File: src/rtl/sobel_frame_ctrl.sv
// Frame sequencer between uart_rx and sobel_applier: parses a W/H header,
// forwards W*H pixel bytes, counts processed bytes and reports frame status.
module sobel_frame_ctrl #(
  parameter int MAX_WIDTH      = 1024,
  parameter int MAX_HEIGHT     = 1024,
  parameter int CNT_W          = 20,
  parameter int TIMEOUT_CYCLES = 1_000_000
) (
  input  logic        clk,
  input  logic        rst,
  input  logic [7:0]  rx_data,
  input  logic        rx_valid,
  output logic [7:0]  pix_data,
  output logic        pix_valid,
  input  logic        pix_ready,
  input  logic        out_valid,
  input  logic        out_ready,
  output logic        sobel_clr,
  output logic [15:0] frame_width,
  output logic [15:0] frame_height,
  output logic        cfg_valid,
  output logic        busy,
  output logic        done,
  output logic [2:0]  err
);

  // A full MAX_WIDTH x MAX_HEIGHT frame (1024*1024 = 2^20) needs one bit more
  // than CNT_W=20 gives, so the counters widen to whichever is larger.
  localparam int AREA_W = $clog2(MAX_WIDTH * MAX_HEIGHT + 1);
  localparam int PIX_W  = (CNT_W > AREA_W) ? CNT_W : AREA_W;
  localparam int TO_W   = $clog2(TIMEOUT_CYCLES + 1);

  localparam logic [TO_W-1:0]  TO_LAST = TO_W'(TIMEOUT_CYCLES - 1);
  localparam logic [15:0]      MAX_W16 = 16'(MAX_WIDTH);
  localparam logic [15:0]      MAX_H16 = 16'(MAX_HEIGHT);
  localparam logic [PIX_W-1:0] PIX_ONE = PIX_W'(1);
  localparam logic [PIX_W-1:0] PIX_ZERO = '0;

  typedef enum logic [2:0] {
    IDLE, HDR, CHECK, STREAM, DRAIN, DONE, ABORT
  } state_t;

  state_t            state;
  logic [1:0]        hdr_idx;
  logic [31:0]       hdr;
  logic [PIX_W-1:0]  in_cnt;
  logic [PIX_W-1:0]  out_cnt;
  logic [PIX_W-1:0]  rx_left;
  logic [TO_W-1:0]   idle_cnt;

  logic [15:0]       hdr_w;
  logic [15:0]       hdr_h;
  logic [PIX_W-1:0]  area;
  logic              dims_bad;
  logic              handshake;
  logic              out_beat;
  logic              overrun_hit;
  logic              timeout_hit;

  assign hdr_w       = hdr[15:0];
  assign hdr_h       = hdr[31:16];
  assign area        = PIX_W'(hdr_w) * PIX_W'(hdr_h);
  assign dims_bad    = (hdr_w == 16'd0) || (hdr_h == 16'd0) ||
                       (hdr_w > MAX_W16) || (hdr_h > MAX_H16);
  assign handshake   = pix_valid && pix_ready;
  assign out_beat    = out_valid && out_ready;
  assign overrun_hit = rx_valid && pix_valid && !pix_ready;
  assign timeout_hit = !rx_valid && (idle_cnt == TO_LAST);
  assign busy        = (state != IDLE);

  // rx_left gates acceptance so no more than W*H bytes ever reach the datapath.
  always_ff @(posedge clk or posedge rst) begin
    if (rst) begin
      state        <= IDLE;
      hdr_idx      <= 2'd0;
      hdr          <= 32'd0;
      in_cnt       <= '0;
      out_cnt      <= '0;
      rx_left      <= '0;
      idle_cnt     <= '0;
      pix_data     <= 8'd0;
      pix_valid    <= 1'b0;
      sobel_clr    <= 1'b0;
      frame_width  <= 16'd0;
      frame_height <= 16'd0;
      cfg_valid    <= 1'b0;
      done         <= 1'b0;
      err          <= 3'b000;
    end else begin
      cfg_valid <= 1'b0;
      done      <= 1'b0;
      sobel_clr <= 1'b0;
      case (state)
        IDLE: begin
          if (rx_valid) begin
            hdr[7:0] <= rx_data;
            hdr_idx  <= 2'd1;
            idle_cnt <= '0;
            state    <= HDR;
          end
        end
        HDR: begin
          if (rx_valid) begin
            case (hdr_idx)
              2'd1:    hdr[15:8]  <= rx_data;
              2'd2:    hdr[23:16] <= rx_data;
              2'd3:    hdr[31:24] <= rx_data;
              default: hdr[7:0]   <= rx_data;
            endcase
            hdr_idx  <= hdr_idx + 2'd1;
            idle_cnt <= '0;
            if (hdr_idx == 2'd3) state <= CHECK;
          end else if (timeout_hit) begin
            err[2]    <= 1'b1;
            sobel_clr <= 1'b1;
            state     <= ABORT;
          end else begin
            idle_cnt <= idle_cnt + 1'b1;
          end
        end
        CHECK: begin
          if (dims_bad) begin
            err[0]    <= 1'b1;
            sobel_clr <= 1'b1;
            state     <= ABORT;
          end else begin
            err          <= 3'b000;
            cfg_valid    <= 1'b1;
            frame_width  <= hdr_w;
            frame_height <= hdr_h;
            in_cnt       <= area;
            out_cnt      <= area;
            rx_left      <= area;
            state        <= STREAM;
          end
        end
        STREAM: begin
          if (out_beat && out_cnt != PIX_ZERO) out_cnt <= out_cnt - 1'b1;
          if (overrun_hit) begin
            err[1]    <= 1'b1;
            pix_valid <= 1'b0;
            sobel_clr <= 1'b1;
            state     <= ABORT;
          end else if (timeout_hit) begin
            err[2]    <= 1'b1;
            pix_valid <= 1'b0;
            sobel_clr <= 1'b1;
            state     <= ABORT;
          end else begin
            idle_cnt <= rx_valid ? '0 : idle_cnt + 1'b1;
            if (rx_valid && rx_left != PIX_ZERO) begin
              pix_data  <= rx_data;
              pix_valid <= 1'b1;
              rx_left   <= rx_left - 1'b1;
            end else if (handshake) begin
              pix_valid <= 1'b0;
            end
            if (handshake) begin
              in_cnt <= in_cnt - 1'b1;
              if (in_cnt == PIX_ONE) state <= DRAIN;
            end
          end
        end
        DRAIN: begin
          if (out_beat && out_cnt != PIX_ZERO) out_cnt <= out_cnt - 1'b1;
          if (out_cnt == PIX_ZERO) begin
            done      <= 1'b1;
            sobel_clr <= 1'b1;
            state     <= DONE;
          end
        end
        DONE: begin
          state <= IDLE;
        end
        ABORT: begin
          pix_valid <= 1'b0;
          in_cnt    <= '0;
          out_cnt   <= '0;
          rx_left   <= '0;
          idle_cnt  <= '0;
          hdr_idx   <= 2'd0;
          state     <= IDLE;
        end
        default: state <= IDLE;
      endcase
    end
  end

endmodule

File: config.mk
export PLATFORM = sky130hd
export DESIGN_NAME = sobel_frame_ctrl
export DESIGN_NICKNAME = d
export VERILOG_FILES = /design/src/rtl/sobel_frame_ctrl.sv
export SDC_FILE = /design/constraint.sdc
export NUM_CORES = 1
export LEC_CHECK = 0
export CAP_MARGIN = 40
export CORE_MARGIN = 8
export CORE_UTILIZATION = 45
export CTS_CLUSTER_SIZE = 16
export DETAILED_ROUTE_END_ITERATION = 10
export SETUP_SLACK_MARGIN = 0.1
export SYNTH_ARGS = -nofsm -noshare
export SYNTH_HDL_FRONTEND = slang
export SYNTH_SLANG_ARGS = --single-unit
File: constraint.sdc
create_clock -name clk -period 16.9 [get_ports clk]
set_input_delay 1.69 -clock clk [delete_from_list [all_inputs] [get_ports clk]]
set_output_delay 1.69 -clock clk [all_outputs]
set_load 0.01 [all_outputs]
Word level (Yosys, flattened, before mapping)
Index checks and enable logic that the tools add are counted.
{"block": "word_totals", "regBits": 167, "inputBits": 14, "output_inout_bits": 48, "elab_cells": 160}
{"block": "op_classes", "addsub": 5, "n_mul": 1, "magnitude_cmp": 2, "eq_ne": 28, "n_mux": 57, "n_bitwise": 3, "n_reduce_logical": 44}
{"cell": "$pmux 21 s3", "count": 3}
{"cell": "$mux 21", "count": 8}
{"cell": "$mux 20", "count": 6}
{"cell": "$pmux 20 s4", "count": 1}
{"cell": "$sub 21x1->21 const B", "count": 3}
{"cell": "$reduce_bool 21->1", "count": 2}
{"cell": "$gt 16x11->1 const B", "count": 2}
{"cell": "$logic_not 16->1", "count": 2}
{"cell": "$mux 3", "count": 10}
{"cell": "$mux 8", "count": 3}
{"cell": "$ne 2x2->1 const B", "count": 11}
{"cell": "$eq 21x1->1 const B", "count": 1}
{"cell": "$logic_not 21->1", "count": 1}
{"cell": "$mul 16x16->21", "count": 1}
{"cell": "$add 20x1->20 const B", "count": 1}
{"cell": "$eq 20x20->1 const B", "count": 1}
{"cell": "$reduce_and 3->1", "count": 6}
{"cell": "$mux 1", "count": 16}
{"cell": "$pmux 8 s2", "count": 1}
{"cell": "$pmux 3 s5", "count": 1}
{"cell": "$reduce_and 5->1", "count": 3}
{"cell": "$reduce_bool 3->1", "count": 5}
{"cell": "$reduce_and 4->1", "count": 3}
{"cell": "$ne 3x3->1 const B", "count": 3}
{"cell": "other kinds (25)", "count": 46}

Depth between registers and ports, before layout
{"block": "depth", "depth_word": 6, "ltp_mapped": 24, "mapped_depth_nobuf": 22}

Worst setup path after synthesis
No wires, ideal clock.
{"block": "synth_path", "path_type": "flip-flop to flip-flop", "start": "register hdr[17]", "end": "register rx_left[20]", "setup_ns": 0.076, "t_arrival_ns": 5.990, "t_required_ns": 16.824, "setup_slack_ns": 10.833, "path_stages_with_launch": 22, "n_path_buf": 2, "synth_period_minus_slack_ns": 6.067, "path_cell_list": "dfrtp_1 clkbuf_1 clkbuf_1 nand2_1 fa_1 fa_1 fa_1 fa_1 inv_1 fa_1 inv_1 fa_1 inv_1 ha_1 and2_1 o2111a_1 a2111o_1 nor2_1 o31ai_1 xnor2_1 or3_1 o21ai_1"}
{"block": "synth_between", "elab_chain_cells": 6, "elab_cells_between_ends": 10, "classes_between": "mul (1); order compare (1); eq/ne (1); mux (2); reduce/logical (5)"}
{"item": "start, declared", "line_no": "45", "rtl": "logic [31:0] hdr;"}
{"item": "start signal, assigned", "line_no": "106", "rtl": "2'd2: hdr[23:16] <= rx_data;"}
{"item": "branches (longest 6 deep; another with $mul 16x16->21)"}
{"item": "end signal, assigned", "line_no": "133", "rtl": "rx_left <= area;"}
{"item": "end signal, assigned", "line_no": "154", "rtl": "rx_left <= rx_left - 1'b1;"}
{"item": "end, declared", "line_no": "48", "rtl": "logic [PIX_W-1:0] rx_left;"}
Parallel ways; which one is timed is not known. The select of a mux whose other input is x is not followed.
A chain may end at the register's enable or synchronous reset.

Worst setup path after layout
{"block": "layout_path", "start": "register hdr[18]", "end": "register rx_left[20]"}
The elaborated chain is that of the path after synthesis.

==> reports/results.ini <==
[status]
status=finished, final reports clean

[yosys]
syn_avg_cell_area_sq_um=8.80
async_flop_share_pct=100
synthesis.area_sq_mm=0.0146
yosys_warnings=0
synth_cell_types=76
yosysTopAreaCell=dfrtp_1
synth_edf_count=0
synth_flop_cell=dfrtp_1
syn_inst=1658
yosys.area.top_type_share_pct=28.6
yosys-top-cells-area=dfrtp_1, fa_1, nand2_1, ha_1, inv_1
seq_area_frac_synth_pct=28.6
ys_seq_elements=167
syn_nets=1882

[timing]
worst_pin_slew_ns=0.920
slew_viol_final=0
max_freq_mhz=157
final_hold_viol_count=0
finClkSkew_ns=0.0166
fin_crit_sh_pct=37.6
fin_setup_tns_ns=0
relSlewSlack_pct=38.6
final-setup-viol-count=0
rsz0062_at_grt=no
period_minus_slack_ns=6.35

[min_path]
min_path_type=reg2reg

[clocking]
cts_resized=0
cts-root-buf=clkbuf_16
hold_buffers=0
clock_sinks=167
clk_pin_slew_worst_paths_ns=0.07
postCtsSetupRepairBufs=0
tritoncts=built
clock_latency_ns=0.45
cts_buffers=17
cts_buffer_depth=2
h-tree-depth=4

[die]
start_util_pct=45.3
ios=62
row_count=66
fp.coreArea_sq_mm=0.0322
dieArea_sq_mm=0.0384
die_x_um=196
die_height_um=196

[final_layout]
layout_commonest_cell=nand2_1
area_growth_pct=10.2
nets=1892
antenna_cells=0
final_area_sq_mm=0.0161
drive_gt1_share_pct=5.89
final_cell_mix=nand2_1, inv_1, dfrtp_1

[global_route]
grt_max_degree=60
use_met3_pct=3.50
antenna_found_initial=0
grt_pass1_vias=11900
top_usage_layer=met2
grt_pass1_wl_um=65700
grtUsageMet1_pct=28.8
grt_usage_pct=21.6
grt_overflow=0
use_met2_pct=35.3

[place]
port_buffers=61
place_congestion=0.857
dp_hpwl_um=29100
place_area_sq_mm=0.0155

[routing]
dr.pass1.iters=5
routed_wl_um=40000
drt-initial-drc-count=725
viasPerCell=5.60
wl_per_cell_um=19.2
routed-via-count=11700
ant_nets=0
route.detailed.drc=0

[critical_path]
crit_required_ns=17.28
path_max_fanout=19
critPathSlowestCell=dfrtp_1
cp.arrival_ns=6.73
slowest_delay_ns=0.77
crit_path_end_kind=register
critPathKind=reg2reg
critPathTopFamily=adder cells
crit_buf_inv=3
path_cells=nand2_1 -> fa_1 -> fa_1 -> fa_1 -> fa_1 -> inv_1 -> fa_1 -> inv_1 -> fa_1 -> inv_1 -> ha_1 -> and2_1 -> o2111a_1 -> a2111o_1 -> nor2_1 -> o31ai_1 -> xnor2_1 -> or3_1 -> o21ai_1
crit_top_cell=fa_1
start_kind=register

[job]
maxCapViolCount=0

==> cells in the mapped netlist, types with 8 or more instances <==
cell type,n
nand2_1,243
inv_1,213
dfrtp_1,167
fa_1,142
o21ai_1,117
and2_1,116
nor2_1,91
clkbuf_1,76
ha_1,68
a21oi_1,64
mux2_2,32
o21ai_0,31
nor3_1,29
xnor2_1,23
nand3_1,20
a31oi_1,15
nor4_1,15
and3_1,14
nand4_1,14
xor2_1,12
a22o_1,10
o31ai_1,10
mux2_1,8
==> layout make-up <==
type	instances	area, sq um
clock buffer	18	429
fill	3053	16100
inverter	215	812
tap	408	510
multi-input combinational	1189	9260
timing repair buffer	78	766
clock inverter	14	128
sequential	167	4180
==> worst reg2reg max path: cells and delay by family, from the launching register on <==
kind,cells,cell delay (ns)
buffers and inverters,3,0.14
flip-flops,1,0.77
XOR/XNOR,1,0.16
AND/OR/NAND/NOR,4,0.98
AO/OA/AOI/OAI,4,0.80
adder cells (fa/ha/maj),7,3.42
==> flip-flops by register name, indices dropped and copies added (netlist names) <==
signal        flops
sobel_clr         1
pix_valid         1
frame_width      16
frame_height     16
rx_left          21
in_cnt           21
done              1
pix_data          8
err               3
idle_cnt         20
hdr_idx           2
out_cnt          21
state             3
cfg_valid         1
hdr              32
==> per-stage QoR <==
step	instances	setup WS, ns	utilization (%)	hold slack [ns]
after floorplan	1658	10.69	-	0.434
after global placement	2053	10.61	48.0	0.448
after detailed placement	2057	10.57	48.2	0.456
after CTS	2089	10.55	49.9	0.473
after global routing	2089	10.22	49.9	0.491
final	2089	10.55	49.9	0.469
==> kinds of logic after synthesis <==
group	Yosys count	synth area share [%]
buffers and inverters	302	7.99
multiplexers	41	3.16
adder cells (fa/ha/maj)	210	25.3
flip-flops	167	28.6
AND/OR/NAND/NOR	584	19.6
AO/OA/AOI/OAI	318	13.1
XOR/XNOR	36	2.26
==> path summary, 6_finish.rpt <==
path	cells after the start	slack, ns	end	start
max in group asynchronous	3	14.16	pix_data[1]	rst
max	19	10.55	rx_left[20]	hdr[18]
min reg2reg	2	0.47	frame_height[8]	frame_height[8]
min in group asynchronous	2	1.62	frame_width[14]	rst
min	2	0.47	frame_height[8]	frame_height[8]
max reg2reg	19	10.55	rx_left[20]	hdr[18]
==> routing by layer <==
layer	routed length, um	up-vias
li1	-	5453
met1	18000	5845
met2	19000	335
met3	1890	74
met4	1220	0
met5	0	-
Power is not shown: default switching activity piles up to over one toggle a cycle in this logic, so the estimate is an artifact.
